--- src/rtl/sprite_pkg.sv ---
// Shared types and constants for the sprite draw/restore blocks.
// Screen geometry, colour field layout and map indices live here.
package sprite_pkg;

  typedef enum logic [1:0] {
    IDLE,
    ISSUE,
    DRAIN,
    DONE
  } state_t;

  localparam int SCREEN_W_DEF = 160;
  localparam int SCREEN_H_DEF = 120;
  localparam int COL_LSB_DEF  = 8;
  localparam int COL_W_DEF    = 9;

  localparam logic [1:0] MAP1  = 2'd0;
  localparam logic [1:0] MAP2  = 2'd1;
  localparam logic [1:0] START = 2'd2;

  typedef struct packed {
    logic       live;
    logic       vld;
    logic [7:0] px;
    logic [6:0] py;
  } slot_t;

endpackage

--- src/rtl/sprite_raster_counter.sv ---
// Raster walker over a sprite rectangle: col inner, row outer.
// Emits absolute screen coords and a last-pixel flag.
module sprite_raster_counter #(
  parameter int SPR_W = 15,
  parameter int SPR_H = 15,
  parameter int CW    = $clog2(SPR_W + 1),
  parameter int RW    = $clog2(SPR_H + 1)
) (
  input  logic       clk,
  input  logic       rst,
  input  logic       clear,
  input  logic       en,
  input  logic [7:0] base_x,
  input  logic [6:0] base_y,
  output logic [8:0] px,
  output logic [7:0] py,
  output logic       last
);

  logic [CW-1:0] col;
  logic [RW-1:0] row;
  logic          col_end;
  logic          row_end;

  assign col_end = (col == CW'(SPR_W - 1));
  assign row_end = (row == RW'(SPR_H - 1));
  assign last    = col_end && row_end;

  // Widened so coordinates past the screen edge never wrap.
  assign px = {1'b0, base_x} + 9'(col);
  assign py = {1'b0, base_y} + 8'(row);

  always_ff @(posedge clk) begin
    if (rst) begin
      col <= '0;
      row <= '0;
    end else if (clear) begin
      col <= '0;
      row <= '0;
    end else if (en) begin
      if (col_end) begin
        col <= '0;
        row <= row_end ? '0 : row + 1'b1;
      end else begin
        col <= col + 1'b1;
      end
    end
  end

endmodule

--- src/rtl/sprite_bg_restore.sv ---
// Background restore engine: re-plots the map pixels under a sprite
// rectangle, one pixel per cycle, with edge clipping and ROM latency.
module sprite_bg_restore
  import sprite_pkg::*;
#(
  parameter int SPR_W    = 15,
  parameter int SPR_H    = 15,
  parameter int SCREEN_W = SCREEN_W_DEF,
  parameter int SCREEN_H = SCREEN_H_DEF,
  parameter int ADDR_W   = 15,
  parameter int WORD_W   = 32,
  parameter int COL_LSB  = COL_LSB_DEF,
  parameter int COL_W    = COL_W_DEF,
  parameter int NUM_MAPS = 3,
  parameter int MEM_LAT  = 1
) (
  input  logic                       iClock,
  input  logic                       iReset,
  input  logic                       iStart,
  input  logic [7:0]                 iX,
  input  logic [6:0]                 iY,
  input  logic [1:0]                 iScreenSelect,
  input  logic [NUM_MAPS*WORD_W-1:0] iQ,
  output logic [ADDR_W-1:0]          oAddress,
  output logic [7:0]                 oX,
  output logic [6:0]                 oY,
  output logic [COL_W-1:0]           oColour,
  output logic                       oPlot,
  output logic                       oBusy,
  output logic                       oDone
);

  state_t     state;
  logic [7:0] base_x;
  logic [6:0] base_y;
  logic [1:0] base_sel;

  slot_t a_slot;
  slot_t pipe [MEM_LAT];
  slot_t tail;

  logic [8:0]       px;
  logic [7:0]       py;
  logic             last;
  logic             in_scr;
  logic             any_live;
  logic             cnt_clear;
  logic             cnt_en;
  logic [COL_W-1:0] col_sel;
  logic             unused_q;

  assign cnt_clear = (state == IDLE) && iStart;
  assign cnt_en    = (state == ISSUE);

  sprite_raster_counter #(
    .SPR_W(SPR_W),
    .SPR_H(SPR_H)
  ) u_cnt (
    .clk   (iClock),
    .rst   (iReset),
    .clear (cnt_clear),
    .en    (cnt_en),
    .base_x(base_x),
    .base_y(base_y),
    .px    (px),
    .py    (py),
    .last  (last)
  );

  assign in_scr = (32'(px) < 32'(SCREEN_W))
               && (32'(py) < 32'(SCREEN_H));

  assign tail     = pipe[MEM_LAT-1];
  assign unused_q = ^iQ;

  // Unknown map indices restore to black rather than a stale map.
  always_comb begin
    col_sel = '0;
    for (int k = 0; k < NUM_MAPS; k++) begin
      if (32'(base_sel) == k) begin
        col_sel = iQ[k*WORD_W+COL_LSB +: COL_W];
      end
    end
  end

  always_comb begin
    any_live = a_slot.live;
    for (int i = 0; i < MEM_LAT; i++) begin
      any_live = any_live | pipe[i].live;
    end
  end

  always_ff @(posedge iClock) begin
    if (iReset) begin
      state    <= IDLE;
      base_x   <= '0;
      base_y   <= '0;
      base_sel <= '0;
      a_slot   <= '0;
      for (int i = 0; i < MEM_LAT; i++) begin
        pipe[i] <= '0;
      end
      oAddress <= '0;
      oX       <= '0;
      oY       <= '0;
      oColour  <= '0;
      oPlot    <= 1'b0;
      oBusy    <= 1'b0;
      oDone    <= 1'b0;
    end else begin
      a_slot  <= '0;
      pipe[0] <= a_slot;
      for (int i = 1; i < MEM_LAT; i++) begin
        pipe[i] <= pipe[i-1];
      end
      oPlot <= tail.live && tail.vld;
      if (tail.live && tail.vld) begin
        oX      <= tail.px;
        oY      <= tail.py;
        oColour <= col_sel;
      end
      oDone <= 1'b0;
      unique case (state)
        IDLE: begin
          if (iStart) begin
            base_x   <= iX;
            base_y   <= iY;
            base_sel <= iScreenSelect;
            oBusy    <= 1'b1;
            state    <= ISSUE;
          end
        end
        ISSUE: begin
          // Clipped slots still occupy a pipeline slot to keep timing fixed.
          a_slot.live <= 1'b1;
          a_slot.vld  <= in_scr;
          a_slot.px   <= px[7:0];
          a_slot.py   <= py[6:0];
          if (in_scr) begin
            oAddress <= ADDR_W'(32'(py) * 32'(SCREEN_W) + 32'(px));
          end
          if (last) begin
            state <= DRAIN;
          end
        end
        DRAIN: begin
          if (!any_live) begin
            oDone <= 1'b1;
            oBusy <= 1'b0;
            state <= DONE;
          end
        end
        DONE: begin
          state <= IDLE;
        end
        default: state <= IDLE;
      endcase
    end
  end

endmodule

--- config.mk ---
export PLATFORM = sky130hd
export DESIGN_NAME = sprite_bg_restore
export DESIGN_NICKNAME = d
export VERILOG_FILES = /design/src/rtl/sprite_pkg.sv /design/src/rtl/sprite_raster_counter.sv /design/src/rtl/sprite_bg_restore.sv
export SDC_FILE = /design/constraint.sdc
export NUM_CORES = 1
export LEC_CHECK = 0
export CORE_ASPECT_RATIO = 0.8
export CORE_MARGIN = 2
export CORE_UTILIZATION = 43
export CTS_CLUSTER_DIAMETER = 100
export DETAILED_ROUTE_END_ITERATION = 8
export DONT_BUFFER_PORTS = 1
export PLACE_DENSITY_LB_ADDON = 0.2
export SETUP_SLACK_MARGIN = 0.4
export SYNTH_ARGS = -nofsm -noshare
export SYNTH_HDL_FRONTEND = slang
export SYNTH_HIERARCHICAL = 1
export SYNTH_SLANG_ARGS = --single-unit
--- constraint.sdc ---
create_clock -name iClock -period 7.6 [get_ports iClock]
set_input_delay 1.9 -clock iClock [delete_from_list [all_inputs] [get_ports iClock]]
set_output_delay 1.9 -clock iClock [all_outputs]
set_load 0.02 [all_outputs]
==> reports/results.ini <==
[final_layout]
layout_commonest_cell=dfxtp_1
postLayoutCoreUtil_pct=47.09
area_growth_pct=8.090
final_cell_area_um2=5049
drive_gt1_share_pct=5.133
fin_nets=669
final_cell_mix=103 x dfxtp_1, 91 x nand2_1, 55 x a21oi_1, 44 x nor2_1, 27 x ha_1
fillerInstances=1036
antennaDiodeCount=0

[sta]
period_share_pct=55.48
relSlewSlack_pct=41.09
final_max_slew_viol_count=0
fmax_mhz=237.2
worst_slew_pin_slew_ns=0.8815
rsz0062_at_grt=false
fin_skew_ns=0.01454
min_period_ns=4.216
finalHoldViolCount=0
finalSetupViolCount=0
setup_tns_ns=0

[placed_design]
place_congestion=0.8312
dpl-instance-area_um2=4745
io_buffers=0
dp_hpwl_um=6829

[logic_synthesis]
synth.avg_cell_area_um2=8.698
syn_inst=537
syn_nets=684
syn-cell-area_um2=4671
synth_seq_cells=103
ys_warn_count=6
seq_area_frac_synth_pct=44.15
synth_flop_cell=dfxtp_1
yosysUniqueCellTypes=54
async_flop_share_pct=0
synth-edff-count=0

[floorplanning]
dieWidth_um=120.5
row_count=34
core_um2=10720
die-area_um2=11720
die_h_um=97.22
initial_utilization_pct=43.57
num_io_pins=158

[setup_path]
rr_worst_depth=14
reg2reg_to=oAddress[14]
r2r_setup_slack_ns=3.38
regToRegStartpoint=u_cnt/row[0]
startpoint=u_cnt/row[0]
setup.worst_path.class=flip-flop to flip-flop
cp.required_ns=7.85
arrival_ns=4.46
worstSetupEndpointType=flip-flop
critical_path_peak_fanout=9
crit_path_start_kind=flip-flop
critical_path.endpoint=oAddress[14]

[global_routing]
grt_antenna_before_repair=0
grt_pass1_vias=3359
grt_util_all_layers_pct=16.54
grt_max_degree=84
globalRouteOverflowTotal=0
grt_pass1_wl_um=15780

[power_and_ir_drop]
vdd_ir_drop_max_mv=0.1219
leakage_nw=1.945
powerDensity_nw_per_um2=293.9
p_total_mw=1.484

[detailed_routing]
ant_nets=0
viasPerCell=5.240
vias=3511
post_drt_wl_per_cell_um=14.24
first_pass_iters=5
drtIter0Drc=155
route.detailed.drc=0
drt-total-wl_um=9538

[clock_tree]
cts_setup_buffers=0
cts_tree=done
numClockSinks=103
clk_pin_slew_worst_paths_ns=0.07
cts_hold_buf=0
cts_buffers=9
cts_resized=0
cts_max_level=3
root_buffer=clkbuf_16
cts.path.max_buffers=2
insertion_delay_ns=0.34

[status]
status=finished clean

[min_path]
min_path_type=flip-flop to flip-flop

[flow_run]
cap_viol_max_count=0

[where the power goes]
group          internal, mW  switching [mW]  total [mW]
sequential            0.599          0.0794       0.678
clock                 0.266           0.204       0.470
combinational         0.129           0.207       0.336
total                 0.993           0.491        1.48
[cells in the mapped netlist, types with 10 or more instances]
cell,instances,area (µm²)
inv_1,16,60.06
nor2b_1,25,156.4
a211oi_1,15,112.6
o21ai_0,10,50.05
nor2_1,44,165.2
mux2i_1,12,120.1
clkbuf_1,21,78.83
nand2_1,91,341.6
dfxtp_1,103,2062
ha_1,27,337.8
nor3_1,18,90.09
a21oi_1,55,275.3
and2_1,14,87.58
[through the flow]
step	hold slack [ns]	std cells	setup WS (ns)
finish	0.4322	670	3.384
global placement	0.4204	655	3.484
detailed placement	0.4215	655	3.449
global route	0.4430	670	3.156
CTS	0.4316	670	3.411
floorplan	0.4106	537	3.860
[layout make-up]
cell class | instances | area, µm² | area share (%)
Multi-Input combinational cell | 391 | 2439 | 48.30
Clock buffer | 10 | 239.0 | 4.734
Clock inverter | 5 | 65.06 | 1.289
Sequential cell | 103 | 2062 | 40.84
Tap cell | 144 | 180.2 | 3.569
Inverter | 17 | 63.81 | 1.264
[critical path, cell delays in order, from the launching register on]
cell       delay (ns)
dfxtp_1          0.52
ha_1             0.24
inv_1            0.06
fa_1             0.39
nor2b_1          0.14
o21ai_0          0.12
nand2_1          0.11
xor2_1           0.33
ha_1             0.35
fa_1             0.46
a21oi_1          0.28
o21ai_1          0.16
or2_2            0.35
o311a_1          0.35
a2111oi_2        0.26
[registers in the layout, summed over array words and instances, names as in the netlist, 2 cells and up]
register,cells
a_slot,17
base_sel,2
base_x,8
base_y,7
oAddress,15
oColour,9
oX,8
oY,7
pipe,17
state,2
u_cnt/col,4
u_cnt/row,4
[routing by layer]
layer  part of all wire, %  GRT usage, %  up-vias
li1                      -             -     1801
met2                    45         27.47       86
met1                    47         20.71     1616
met3                   6.6         4.988        8
met4                   1.1         4.830        0
met5                     0             0        -
[how the worst min path moves through the flow]
stage	start	endpoint	slack (ns)	cells past startpoint
4_1_cts	pipe[0][0]	oY[0]	0.43	2
3_3_place_gp	pipe[0][3]	oY[3]	0.42	2
3_5_place_dp	pipe[0][14]	oX[7]	0.42	2
6_report	a_slot[11]	pipe[0][11]	0.43	1
2_1_floorplan	a_slot[16]	oDone	0.41	1
5_1_grt	a_slot[11]	pipe[0][11]	0.44	1
[cell families (layout without fill, tap and decap cells)]
group / count (synthesis) / in the layout / synth area share (%)
buffers and inverters: 43 / 32 / 3.643
AO/OA/AOI/OAI: 113 / 113 / 15.43
XOR/XNOR: 12 / 12 / 2.250
adder cells (fa/ha/maj): 31 / 31 / 8.947
AND/OR/NAND/NOR: 223 / 223 / 23.01
multiplexers: 12 / 12 / 2.572
flip-flops: 103 / 103 / 44.15
No activity file was read; power rests on OpenSTA's default activity.
